<file path="src/rtl/iir_block_seq.sv">
// Block sequencer for the IIR datapath: clears the filter, streams len samples from
// dataX through it and writes the latency-aligned results into dataY.
module iir_block_seq #(
  parameter int AW  = 5,
  parameter int DW  = 32,
  parameter int LAT = 9
) (
  input  logic          clk,
  input  logic          reset,
  input  logic          start,
  input  logic          abort,
  input  logic [AW:0]   len,
  output logic          x_rd_en,
  output logic [AW-1:0] x_rd_addr,
  input  logic [DW-1:0] x_rd_data,
  output logic          filt_clr_n,
  output logic [DW-1:0] filt_in,
  input  logic [DW-1:0] filt_out,
  output logic          y_wr_en,
  output logic [AW-1:0] y_wr_addr,
  output logic [DW-1:0] y_wr_data,
  output logic          busy,
  output logic          done,
  output logic          data_valid,
  output logic          err
);

  typedef enum logic [1:0] {S_IDLE, S_STREAM, S_DRAIN, S_DONE} state_e;

  localparam logic [AW:0] MAX_LEN = {1'b1, {AW{1'b0}}};
  localparam logic [AW:0] CNT_ONE = {{AW{1'b0}}, 1'b1};

  state_e      state_q, state_d;
  logic [AW:0] rd_cnt_q, rd_cnt_d;
  logic [AW:0] wr_cnt_q, wr_cnt_d;
  logic [AW:0] len_q, len_d;
  // [0] is the read-data-valid slot, [LAT] lines up with filt_out of that sample
  logic [LAT:0] vld_pipe_q, vld_pipe_d;
  logic        filt_clr_n_q, filt_clr_n_d;
  logic        data_valid_q, data_valid_d;
  logic        err_q, err_d;
  logic        len_ok;

  // the clear cycle right after accept holds off the first read
  assign x_rd_en    = (state_q == S_STREAM) && filt_clr_n_q;
  assign x_rd_addr  = x_rd_en ? rd_cnt_q[AW-1:0] : '0;
  assign filt_in    = vld_pipe_q[0] ? x_rd_data : '0;
  assign y_wr_en    = vld_pipe_q[LAT];
  assign y_wr_addr  = y_wr_en ? wr_cnt_q[AW-1:0] : '0;
  assign y_wr_data  = filt_out;
  assign filt_clr_n = filt_clr_n_q;
  assign busy       = (state_q == S_STREAM) || (state_q == S_DRAIN);
  assign done       = (state_q == S_DONE);
  assign data_valid = data_valid_q;
  assign err        = err_q;

  assign len_ok = (len != '0) && (len <= MAX_LEN);

  always_comb begin
    state_d      = state_q;
    len_d        = len_q;
    rd_cnt_d     = x_rd_en ? rd_cnt_q + CNT_ONE : rd_cnt_q;
    wr_cnt_d     = y_wr_en ? wr_cnt_q + CNT_ONE : wr_cnt_q;
    vld_pipe_d   = {vld_pipe_q[LAT-1:0], x_rd_en};
    filt_clr_n_d = 1'b1;
    data_valid_d = data_valid_q;
    err_d        = 1'b0;
    case (state_q)
      S_IDLE: begin
        if (start && !abort) begin
          if (len_ok) begin
            state_d      = S_STREAM;
            len_d        = len;
            rd_cnt_d     = '0;
            wr_cnt_d     = '0;
            filt_clr_n_d = 1'b0;
            data_valid_d = 1'b0;
          end else begin
            err_d = 1'b1;
          end
        end
      end
      S_STREAM: begin
        if (abort) begin
          state_d    = S_IDLE;
          rd_cnt_d   = '0;
          wr_cnt_d   = '0;
          vld_pipe_d = '0;
        end else if (x_rd_en && (rd_cnt_q == len_q - CNT_ONE)) begin
          state_d = S_DRAIN;
        end
      end
      S_DRAIN: begin
        if (abort) begin
          state_d    = S_IDLE;
          rd_cnt_d   = '0;
          wr_cnt_d   = '0;
          vld_pipe_d = '0;
        end else if (wr_cnt_d == len_q) begin
          state_d      = S_DONE;
          data_valid_d = 1'b1;
        end
      end
      S_DONE: state_d = S_IDLE;
      default: state_d = S_IDLE;
    endcase
  end

  always_ff @(posedge clk or negedge reset) begin
    if (!reset) begin
      state_q      <= S_IDLE;
      len_q        <= '0;
      rd_cnt_q     <= '0;
      wr_cnt_q     <= '0;
      vld_pipe_q   <= '0;
      filt_clr_n_q <= 1'b0;
      data_valid_q <= 1'b0;
      err_q        <= 1'b0;
    end else begin
      state_q      <= state_d;
      len_q        <= len_d;
      rd_cnt_q     <= rd_cnt_d;
      wr_cnt_q     <= wr_cnt_d;
      vld_pipe_q   <= vld_pipe_d;
      filt_clr_n_q <= filt_clr_n_d;
      data_valid_q <= data_valid_d;
      err_q        <= err_d;
    end
  end

endmodule

</file>
<file path="config.mk">
export PLATFORM = sky130hd
export DESIGN_NAME = iir_block_seq
export DESIGN_NICKNAME = d
export VERILOG_FILES = /design/src/rtl/iir_block_seq.sv
export SDC_FILE = /design/constraint.sdc
export NUM_CORES = 1
export LEC_CHECK = 0
export BUFFER_PORTS_ARGS = -buffer_cell sky130_fd_sc_hd__buf_2
export CORE_ASPECT_RATIO = 0.75
export CORE_MARGIN = 2
export CORE_UTILIZATION = 42
export CTS_CLUSTER_DIAMETER = 120
export CTS_CLUSTER_SIZE = 24
export DETAILED_ROUTE_END_ITERATION = 8
export PLACE_DENSITY = 0.81
export RECOVER_POWER = 100
export SYNTH_ARGS = -nofsm -noshare
export SYNTH_HDL_FRONTEND = slang
export SYNTH_SLANG_ARGS = --single-unit
</file>
<file path="constraint.sdc">
create_clock -name clk -period 2.6 [get_ports clk]
set_clock_uncertainty 0.1 [all_clocks]
set_input_delay 0.26 -clock clk [delete_from_list [all_inputs] [get_ports clk]]
set_output_delay 0.26 -clock clk [all_outputs]
set_load 0.01 [all_outputs]
</file>
* Word level (Yosys, flattened, before mapping)
Index checks and enable logic that the tools add are counted.
** Word-level totals
- Output and inout port bits :: 81
- Register bits after elaboration :: 33
- Word-level logic and storage cells :: 68
- Input port bits :: 74
** Cells by class
- Reductions and logical operators :: 13
- $lt $le $gt $ge :: 1
- Equal/unequal tests :: 11
- Multiplexer cells :: 32
- Add/subtract/negate cells :: 3
** Operators with widths (number)
- two-way mux 6 bit :: 8
- two-way mux 32 bit :: 1
- one-hot mux 6 bit (2 select lines) :: 2
- two-way mux 10 bit :: 2
- adder 6 x 1 -> 6 bit (second input constant) :: 2
- equality test 6 bit :: 2
- two-way mux 2 bit :: 6
- two-way mux 5 bit :: 2
- two-way mux 1 bit :: 9
- one-hot mux 2 bit (4 select lines) :: 1
- less-or-equal comparator 6 bit (second input constant) :: 1
- inequality test 2 bit (second input constant) :: 3
- inequality test 3 x 2 -> 1 bit (second input constant) :: 2
- nonzero test 6 bit :: 1
- subtractor 6 x 1 -> 6 bit (second input constant) :: 1
- AND reduction 5 bit :: 1
- equality test 2 bit (second input constant) :: 2
- logical AND 1 bit :: 4
- AND reduction 4 bit :: 1
- AND reduction 3 bit :: 1
- equality test 2 x 1 -> 1 bit (second input constant) :: 1
- zero test 2 bit :: 1
- inequality test 2 x 1 -> 1 bit (second input constant) :: 1
- one-hot mux 1 bit (2 select lines) :: 1
- other kinds (4) :: 4

* Depth between registers and ports, before layout
Gate-level depths: netlist (run 1).
- Word-level depth :: 6
- Gate-level depth with buffers :: 7

* Worst setup path after synthesis (run 1)
Ideal clock, no wire load.
- Path kind :: input-to-reg
- From :: in len[0]
- To :: reg wr_cnt_q[1]
- Path buffers :: 1
- Library setup time :: 0.125 ns
- Arrival time :: 1.769 ns
- Setup slack :: 0.607 ns
- Stages on the path :: 6
- Cells stage by stage :: or4_4 > or3_1 > and3_4 > nor3_2 > buf_4 > nor2_1
** Between the ends
- Longest elaborated chain between the ends :: 5
- Elaborated cells on any way between the ends :: 6
- Classes of those cells :: order compare (1); mux (3); reduce/logical (2)
** Ends and longest elaborated chain
- from (decl) :: line 12 : input logic [AW:0] len,
- less-or-equal comparator 6 bit / nonzero test 6 bit (equally long branches) :: line 57 : assign len_ok = (len != '0) && (len <= MAX_LEN);
- logical AND 1 bit * :: line 57
- two-way mux 6 bit * :: line 71 : if (len_ok) begin
- two-way mux 6 bit * :: line 70 : if (start && !abort) begin
- one-hot mux 6 bit (2 select lines) * :: line 68 : case (state_q)
- named net wr_cnt_d[1] :: line 35 : logic [AW:0] wr_cnt_q, wr_cnt_d;
- to (signal assigned) :: line 123 : wr_cnt_q <= wr_cnt_d;
- to (decl) :: line 35
The timed path passes the listed nets; every way through them passes the cells marked *.
A chain may end at the register's enable or synchronous reset.

* Final worst setup path (run 1)
- From :: reg state_q[1]
- To :: reg state_q[0]
** Between the ends
- Longest elaborated chain between the ends :: 5
- Elaborated cells on any way between the ends :: 12
- Classes of those cells :: eq/ne (7); mux (1); reduce/logical (4)
** Ends and longest elaborated chain
- from (decl) :: line 33 : state_e state_q, state_d;
- from (signal assigned) :: line 120 : state_q <= state_d;
- equality test 2 x 1 -> 1 bit :: line 45, 68
- logical AND 1 bit :: line 45 : assign x_rd_en = (state_q == S_STREAM) && filt_clr_n_q;
- logical AND 1 bit :: line 89 : end else if (x_rd_en && (rd_cnt_q == len_q - CNT_ONE)) begin
- inequality test 3 x 2 -> 1 bit (no source line)
- AND reduction 4 bit (no source line)
Several ways; a longest one is shown, not always the timed one.

==> impl_metrics.csv, run 1 <==
group,metric,value,unit
outcome,run_status,"finished clean",
setup_path,worst-r2r-cell-count,7,
yosys,synth.yosys.seq_area_share,0.3624,
final_layout,postLayoutCoreUtil,0.4946,
route,initialDrtViolationCount,59,
yosys,synth_async_sr_flop_share,1.000,
setup_path,worstSetupEndpointType,"flip-flop",
setup_path,worst-path-max-fanout,7,
die,start_util,0.4303,
final_layout,register_area,825.8,sq um
route,drc_errors,0,
timing,final.period_utilization,0.8558,
global_route,grt_first_pass_wirelength,8004,um
global_route,grt_start_max_net_pins,34,
yosys,synth.lib_cells_used.distinct,43,
final_layout,finalNetCount,391,
timing,max_freq,0.4494,GHz
flow_run,max-cap-violations,0,
route,route.vias.total,1815,
route,totalWireLength,5341,um
final_layout,num-fill-cells,534,
clocking,clock_latency,0.28,ns
setup_path,r2r_start,"state_q[1]$_DFFE_PN0P_",
final_layout,final_layout_size_suffix_gt1_frac,0.2305,
yosys,mappedNetlistNets,327,
placed_design,place_hpwl,4224,um
setup_path,r2r_slack,0.37,ns
route,detail-route-antenna-nets,0,
timing,report.final.setup_viol,0,
yosys,postSynthAreaPerCell,9.338,sq um
route,routed_wire_length_per_instance,13.95,um
hold_path,holdCritStartpoint,"len[3]",
timing,final.hold.worst_slack,0.09592,ns
global_route,global_route.usage.total,0.1753,
yosys,ys_seq_elements,33,
power,power.static_leakage,1.293,nW
clocking,postCtsSetupBuffers,0,
setup_path,critical_path.startpoint_type,"flip-flop",
die,core_area,5295,sq um
yosys,synth_edf_count,0,
route,vias_per_cell,4.739,
die,rows,23,
setup_path,r2r_end,"state_q[0]$_DFFE_PN0P_",
yosys,synth-simple-area-share,0.2586,
timing,tightest_slew,0.8422,ns
placed_design,place.gp.congestion,0.8126,
timing,rsz0062_at_grt,"false",
timing,setup_total_negative_slack,0,ns
placed_design,placedCellCount,375,
clocking,htree_num_levels,2,
die,die_height,67.79,um
die,io_pins,155,
timing,timing.final.max_slew_violations,0,
yosys,yosys.area_share.adder,0.04942,
yosys,post_synthesis_compound_gate_area_fraction,0.08457,
clocking,cts.sink_count,33,
hold_path,hold_end,"len_q[3]$_DFFE_PN0P_",
setup_path,worst_ep_required_time,2.65,ns
final_layout,area_occupied_by_multi_input_gates,1137,sq um
yosys,yosys.area_share.xor_xnor,0.09336,
global_route,grt_pass1_vias,1611,
route,drt_first_pass_iters,4,
power,power.density_cell_area,889.9,nW/um^2
yosys,netlist_area,2278,sq um
clocking,cts_buffers,5,
yosys,synth_top_family_by_area,"simple AND/OR/NAND/NOR gates",
yosys,yosysWarningCount,0,
clocking,tritoncts,"built",
power,worst_ir_drop_vdd,0.0003079,V
hold_path,hold_class,"in2reg",
setup_path,type_of_the_worst_setup_path,"reg2reg",
final_layout,fin_cells,383,
yosys,synth.area.mux_share,0.01922,
timing,hold_viol,0,
yosys,dominant_register_cell_in_the_synthesized_netlist,"dfrtp_1",
clocking,clk_pin_slew,0.07,ns
placed_design,numPortBuffers,90,
clocking,root_buffer,"clkbuf_8",
timing,worst_slew_margin_relative_to_its_limit,0.4385,
die,dieArea,6036,sq um
setup_path,critPathArrivalTime,2.27,ns
die,dieWidth,89.05,um
clocking,cts-root-to-sink-buffers,2,
final_layout,n_antenna_cell,0,
global_route,overflow,0,
timing,post_layout_min_period,2.225,ns
yosys,netlist_instances,244,
global_route,initial_antenna_violation_count,0,
final_layout,synthToLayoutAreaGrowth,14.94,%
hold_path,worstHoldPathCells,3,
## worst max-delay path: stages (launching register included)
cell and delay (ns):
dfrtp_1 0.41, inv_1 0.11, ha_1 0.26, nand2_1 0.16, nor3_1 0.21, o211ai_1 0.19
a2111oi_0 0.55, a211oi_2 0.08
## registers in the layout (all words and copies together), names as in the netlist
register    flops
data_valid      1
filt_clr_n      1
wr_cnt_q        6
state_q         2
len_q           6
vld_pipe_q     10
rd_cnt_q        6
err             1
## area by class of cell
cell class | instances | area share
clock buffer | 7 | 0.03297
inverter | 9 | 0.01290
multi-input combinational | 164 | 0.4343
sequential | 33 | 0.3153
tap | 75 | 0.03583
timing repair buffer | 95 | 0.1687
## routing by layer
metal / vias to the layer above / part of all wire / global-route usage
li1: 900 / - / -
met4: 0 / 0.0073 / 0.04664
met2: 53 / 0.43 / 0.2332
met1: 856 / 0.50 / 0.2665
met5: - / 0 / 0
met3: 6 / 0.062 / 0.05868
## cell families after synthesis
logic type	after synthesis
AOI/OAI and AO/OA	27
xor gates and xnor gates	21
adders and majority gates	9
buffers and inverters	47
DFF	33
muxes	4
and+or+nand+nor	103
## power breakdown
group / switching [W] / internal (W) / leakage, nW
sequential: 0.000174 / 0.000650 / 0.436
clock: 0.000182 / 0.000210 / 0.0443
combinational: 0.000622 / 0.000493 / 0.813
## synthesized netlist by cell type (2+ instances only)
cell | count | area share
xnor2_1 | 12 | 0.046
a211o_1 | 2 | 0.0077
clkbuf_1 | 4 | 0.0066
xor2_1 | 7 | 0.027
o211ai_1 | 2 | 0.0066
a31oi_1 | 3 | 0.0082
nor2_1 | 15 | 0.025
nor2b_1 | 5 | 0.014
dfrtp_1 | 33 | 0.36
a211oi_1 | 2 | 0.0066
nand2_1 | 11 | 0.018
nor3_1 | 5 | 0.011
ha_1 | 9 | 0.049
or3_1 | 2 | 0.0055
and2_1 | 46 | 0.13
and3_1 | 8 | 0.022
o21ai_1 | 3 | 0.0066
a21oi_1 | 5 | 0.011
inv_1 | 8 | 0.013
mux2_1 | 3 | 0.015
buf_4 | 33 | 0.11
a2111oi_0 | 2 | 0.0077
nand2b_1 | 4 | 0.011
## how the worst max path moves through the flow
stage | from | end | cells past startpoint | slack (ns)
final | state_q[1]$_DFFE_PN0P_ | state_q[0]$_DFFE_PN0P_ | 7 | 0.37
after floorplan | len[0] | wr_cnt_q[1]$_DFF_PN0_ | 6 | 0.61
after global placement | len[0] | rd_cnt_q[3]$_DFF_PN0_ | 7 | 0.46
after detailed placement | state_q[1]$_DFFE_PN0P_ | state_q[0]$_DFFE_PN0P_ | 7 | 0.39
after CTS | state_q[1]$_DFFE_PN0P_ | state_q[0]$_DFFE_PN0P_ | 7 | 0.38
after global routing | state_q[1]$_DFFE_PN0P_ | state_q[0]$_DFFE_PN0P_ | 7 | 0.14
## what timing repair did
action | in CTS | in global routing
endpoints found under the hold margin | 33 | 0
hold buffers | 1 | 0
gates resized for setup | 0 | 0
## cells in the final DEF (no fill, tap or decap), types with 7 or more instances in the layout
| cell type | instances |
|---|---|
| dfrtp_1 | 33 |
| clkbuf_1 | 32 |
| inv_1 | 8 |
| nand2_1 | 11 |
| and2_0 | 31 |
| and2_1 | 15 |
| xor2_1 | 7 |
| nor2_1 | 15 |
| xnor2_1 | 12 |
| and3_1 | 9 |
| ha_1 | 9 |
| buf_2 | 62 |
## stage by stage
step                      instance area (sq um)  setup WS [ns]  total power [W]
after detailed placement                   2585         0.3881         0.002026
after global routing                       2619         0.1372         0.002534
after floorplan                            2278         0.6066         0.001650
final                                      2619         0.3748         0.002331
after global placement                     2585         0.4551         0.001984
after CTS                                  2681         0.3770         0.002424
No activity file was read; power rests on OpenSTA's default activity.
==> run 2, diff against run 1 <==
==> constraint.sdc (replaced) <==
create_clock -name clk -period 2.6 [get_ports clk]
set_clock_uncertainty 0.1 [all_clocks]
set_input_delay 0.13 -clock clk [delete_from_list [all_inputs] [get_ports clk]]
set_output_delay 0.13 -clock clk [all_outputs]
set_load 0.01 [all_outputs]
==> run 2 against run 1 <==
Effect of this change: the flow now finishes with violations (max-capacitance violations, max-slew violations); power grew 0.48%; worst setup slack lost 0.27 ns; non-clock buffer count grew 2; register-to-register slack lost 0.19 ns; global-route usage grew 1.4 points; largest power group unchanged; critical path depth shrank 1; final area grew 1.3%; critical path type is now in2reg; clock power shrank 4%; hold slack lost 0.071 ns; core utilization grew 0.64 points.
==> impl_metrics.csv, run 2 (synthesis results as in run 1) <==
group,metric,value,unit
final_layout,n_antenna_cell,0,
clocking,cts_buffers,5,
final_layout,finalNetCount,393,
timing,postLayoutSetupSlackWorst,0.1043,ns
die,dieWidth,89.05,um
global_route,initial_antenna_violation_count,0,
final_layout,register_area,825.8,sq um
power,worst_ir_drop_vdd,0.0003048,V
power,power.density_cell_area,882.8,nW/um^2
global_route,grt_start_max_net_pins,34,
route,totalWireLength,5825,um
setup_path,worstSetupEndpoint,"len_q[2]$_DFFE_PN0P_",
placed_design,place.gp.congestion,0.8737,
timing,worst_slew_margin_relative_to_its_limit,-0.1841,
timing,setup_total_negative_slack,0,ns
die,dieArea,6036,sq um
setup_path,critical_path.startpoint_type,"input port",
timing,tightest_slew,1.776,ns
timing,timing.final.max_slew_violations,34,
setup_path,worst_ep_required_time,2.68,ns
timing,final.period_utilization,0.9599,
timing,post_layout_min_period,2.496,ns
setup_path,worst-r2r-cell-count,7,
final_layout,largest_reg_flops,10,
die,rows,23,
placed_design,worst_slack_at_placement,0.2861,ns
clocking,postCtsSetupBuffers,0,
final_layout,layout.cells.most_common,"buf_2",
setup_path,worstSetupEndpointType,"flip-flop",
outcome,run_status,"complete, but fails checks",
global_route,grt_pass1_vias,1700,
die,start_util,0.4303,
clocking,clk_pin_slew,0.07,ns
final_layout,num-fill-cells,536,
clocking,postCtsResizedCells,0,
timing,max_freq,0.4007,GHz
placed_design,place_hpwl,4427,um
route,vias_per_cell,4.852,
route,detail-route-antenna-nets,0,
route,initialDrtViolationCount,86,
final_layout,area_occupied_by_multi_input_gates,1146,sq um
setup_path,critPathArrivalTime,2.58,ns
power,post-layout-total-power,0.002342,W
route,drc_errors,0,
final_layout,top_library_cells_by_usage_in_the_layout_fill_and_taps_aside,"buf_2 (56), clkbuf_1 (35), dfrtp_1 (33), and2_0 (23), and2_1 (23)",
global_route,global_route.usage.total,0.1892,
final_layout,final_layout_size_suffix_gt1_frac,0.2219,
die,core_area,5295,sq um
timing,hold_viol,0,
clocking,cts-root-to-sink-buffers,2,
setup_path,type_of_the_worst_setup_path,"in2reg",
setup_path,r2r_slack,0.18,ns
route,drt_first_pass_iters,4,
setup_path,worst-path-max-fanout,6,
final_layout,registers.top_by_ff_count,"vld_pipe_q",
placed_design,numPortBuffers,90,
flow_run,max-cap-violations,1,
timing,rsz0062_at_grt,"false",
hold_path,hold_class,"in2reg",
setup_path,r2r_start,"state_q[1]$_DFFE_PN0P_",
clocking,root_buffer,"clkbuf_8",
clocking,cts_hold_buf,5,
final_layout,synthToLayoutAreaGrowth,16.42,%
global_route,overflow,0,
die,die_height,67.79,um
route,routed_wire_length_per_instance,15.09,um
die,io_pins,155,
setup_path,crit_path_start,"len[0]",
timing,report.final.setup_viol,0,
clocking,clock_latency,0.30,ns
clocking,cts.sink_count,33,
outcome,failed_checks,"max-capacitance violations, max-slew violations",
clocking,htree_num_levels,2,
clocking,tritoncts,"built",
setup_path,r2r_end,"state_q[0]$_DFFE_PN0P_",
power,power.static_leakage,1.298,nW
route,route.vias.total,1873,
global_route,grt_first_pass_wirelength,8500,um
run 2: cell types whose count changed in the layout (fill, tap and decap cells not counted), sizes merged:
cell,delta
dlygate4sd3,+4
clkbuf,+2
clkinv,+2
buf,-5
run 2: cell type report:
cell class,instances,area share
Timing Repair Buffer,97,0.1774
Clock inverter,2,0.003774
Multi-Input combinational cell,164,0.4321
Clock buffer,6,0.02736
Sequential cell,33,0.3113
Inverter,9,0.01274
Tap cell,75,0.03538
run 2: layer usage:
layer | vias up | wire [um] | global-route usage
li1 | 905 | - | -
met5 | - | 0 | 0
met3 | 16 | 388 | 0.07457
met2 | 70 | 2625 | 0.2752
met4 | 0 | 109 | 0.07649
met1 | 882 | 2702 | 0.2515
run 2: worst min path at each step:
stage | endpoint | slack, ns | from | cells past startpoint
3_5_place_dp | wr_cnt_q[4]$_DFF_PN0_ | 0.14 | reset | 1
3_3_place_gp | wr_cnt_q[4]$_DFF_PN0_ | 0.12 | reset | 1
6_report | len_q[5]$_DFFE_PN0P_ | 0.03 | len[5] | 2
4_1_cts | len_q[5]$_DFFE_PN0P_ | 0.01 | len[5] | 2
5_1_grt | len_q[5]$_DFFE_PN0P_ | 0.03 | len[5] | 2
2_1_floorplan | data_valid$_DFFE_PN0P_ | -0.27 | reset | 0
run 2: power by group:
part / switching, W / internal [W]
Combinational: 0.000637 / 0.000496
Clock: 0.000192 / 0.000185
Sequential: 0.000182 / 0.000650
Total: 0.00101 / 0.00133
run 2: through the flow:
step                      cell area [sq um]  hold WS, ns  utilization  instances
after floorplan                        2278      -0.2656            -        244
after global placement                 2570       0.1234       0.4854        373
after detailed placement               2570       0.1362       0.4854        373
after CTS                              2703      0.01406       0.5104        386
after global routing                   2653      0.02609       0.5009        386
final                                  2653      0.02518       0.5009        386
run 2: worst max-delay path, cell delays in order:
cell and delay [ns]:
dlygate4sd3_1 0.54, clkbuf_1 0.12, or4_4 0.57, o21a_1 0.21, nor3_1 0.62, mux2_1 0.39
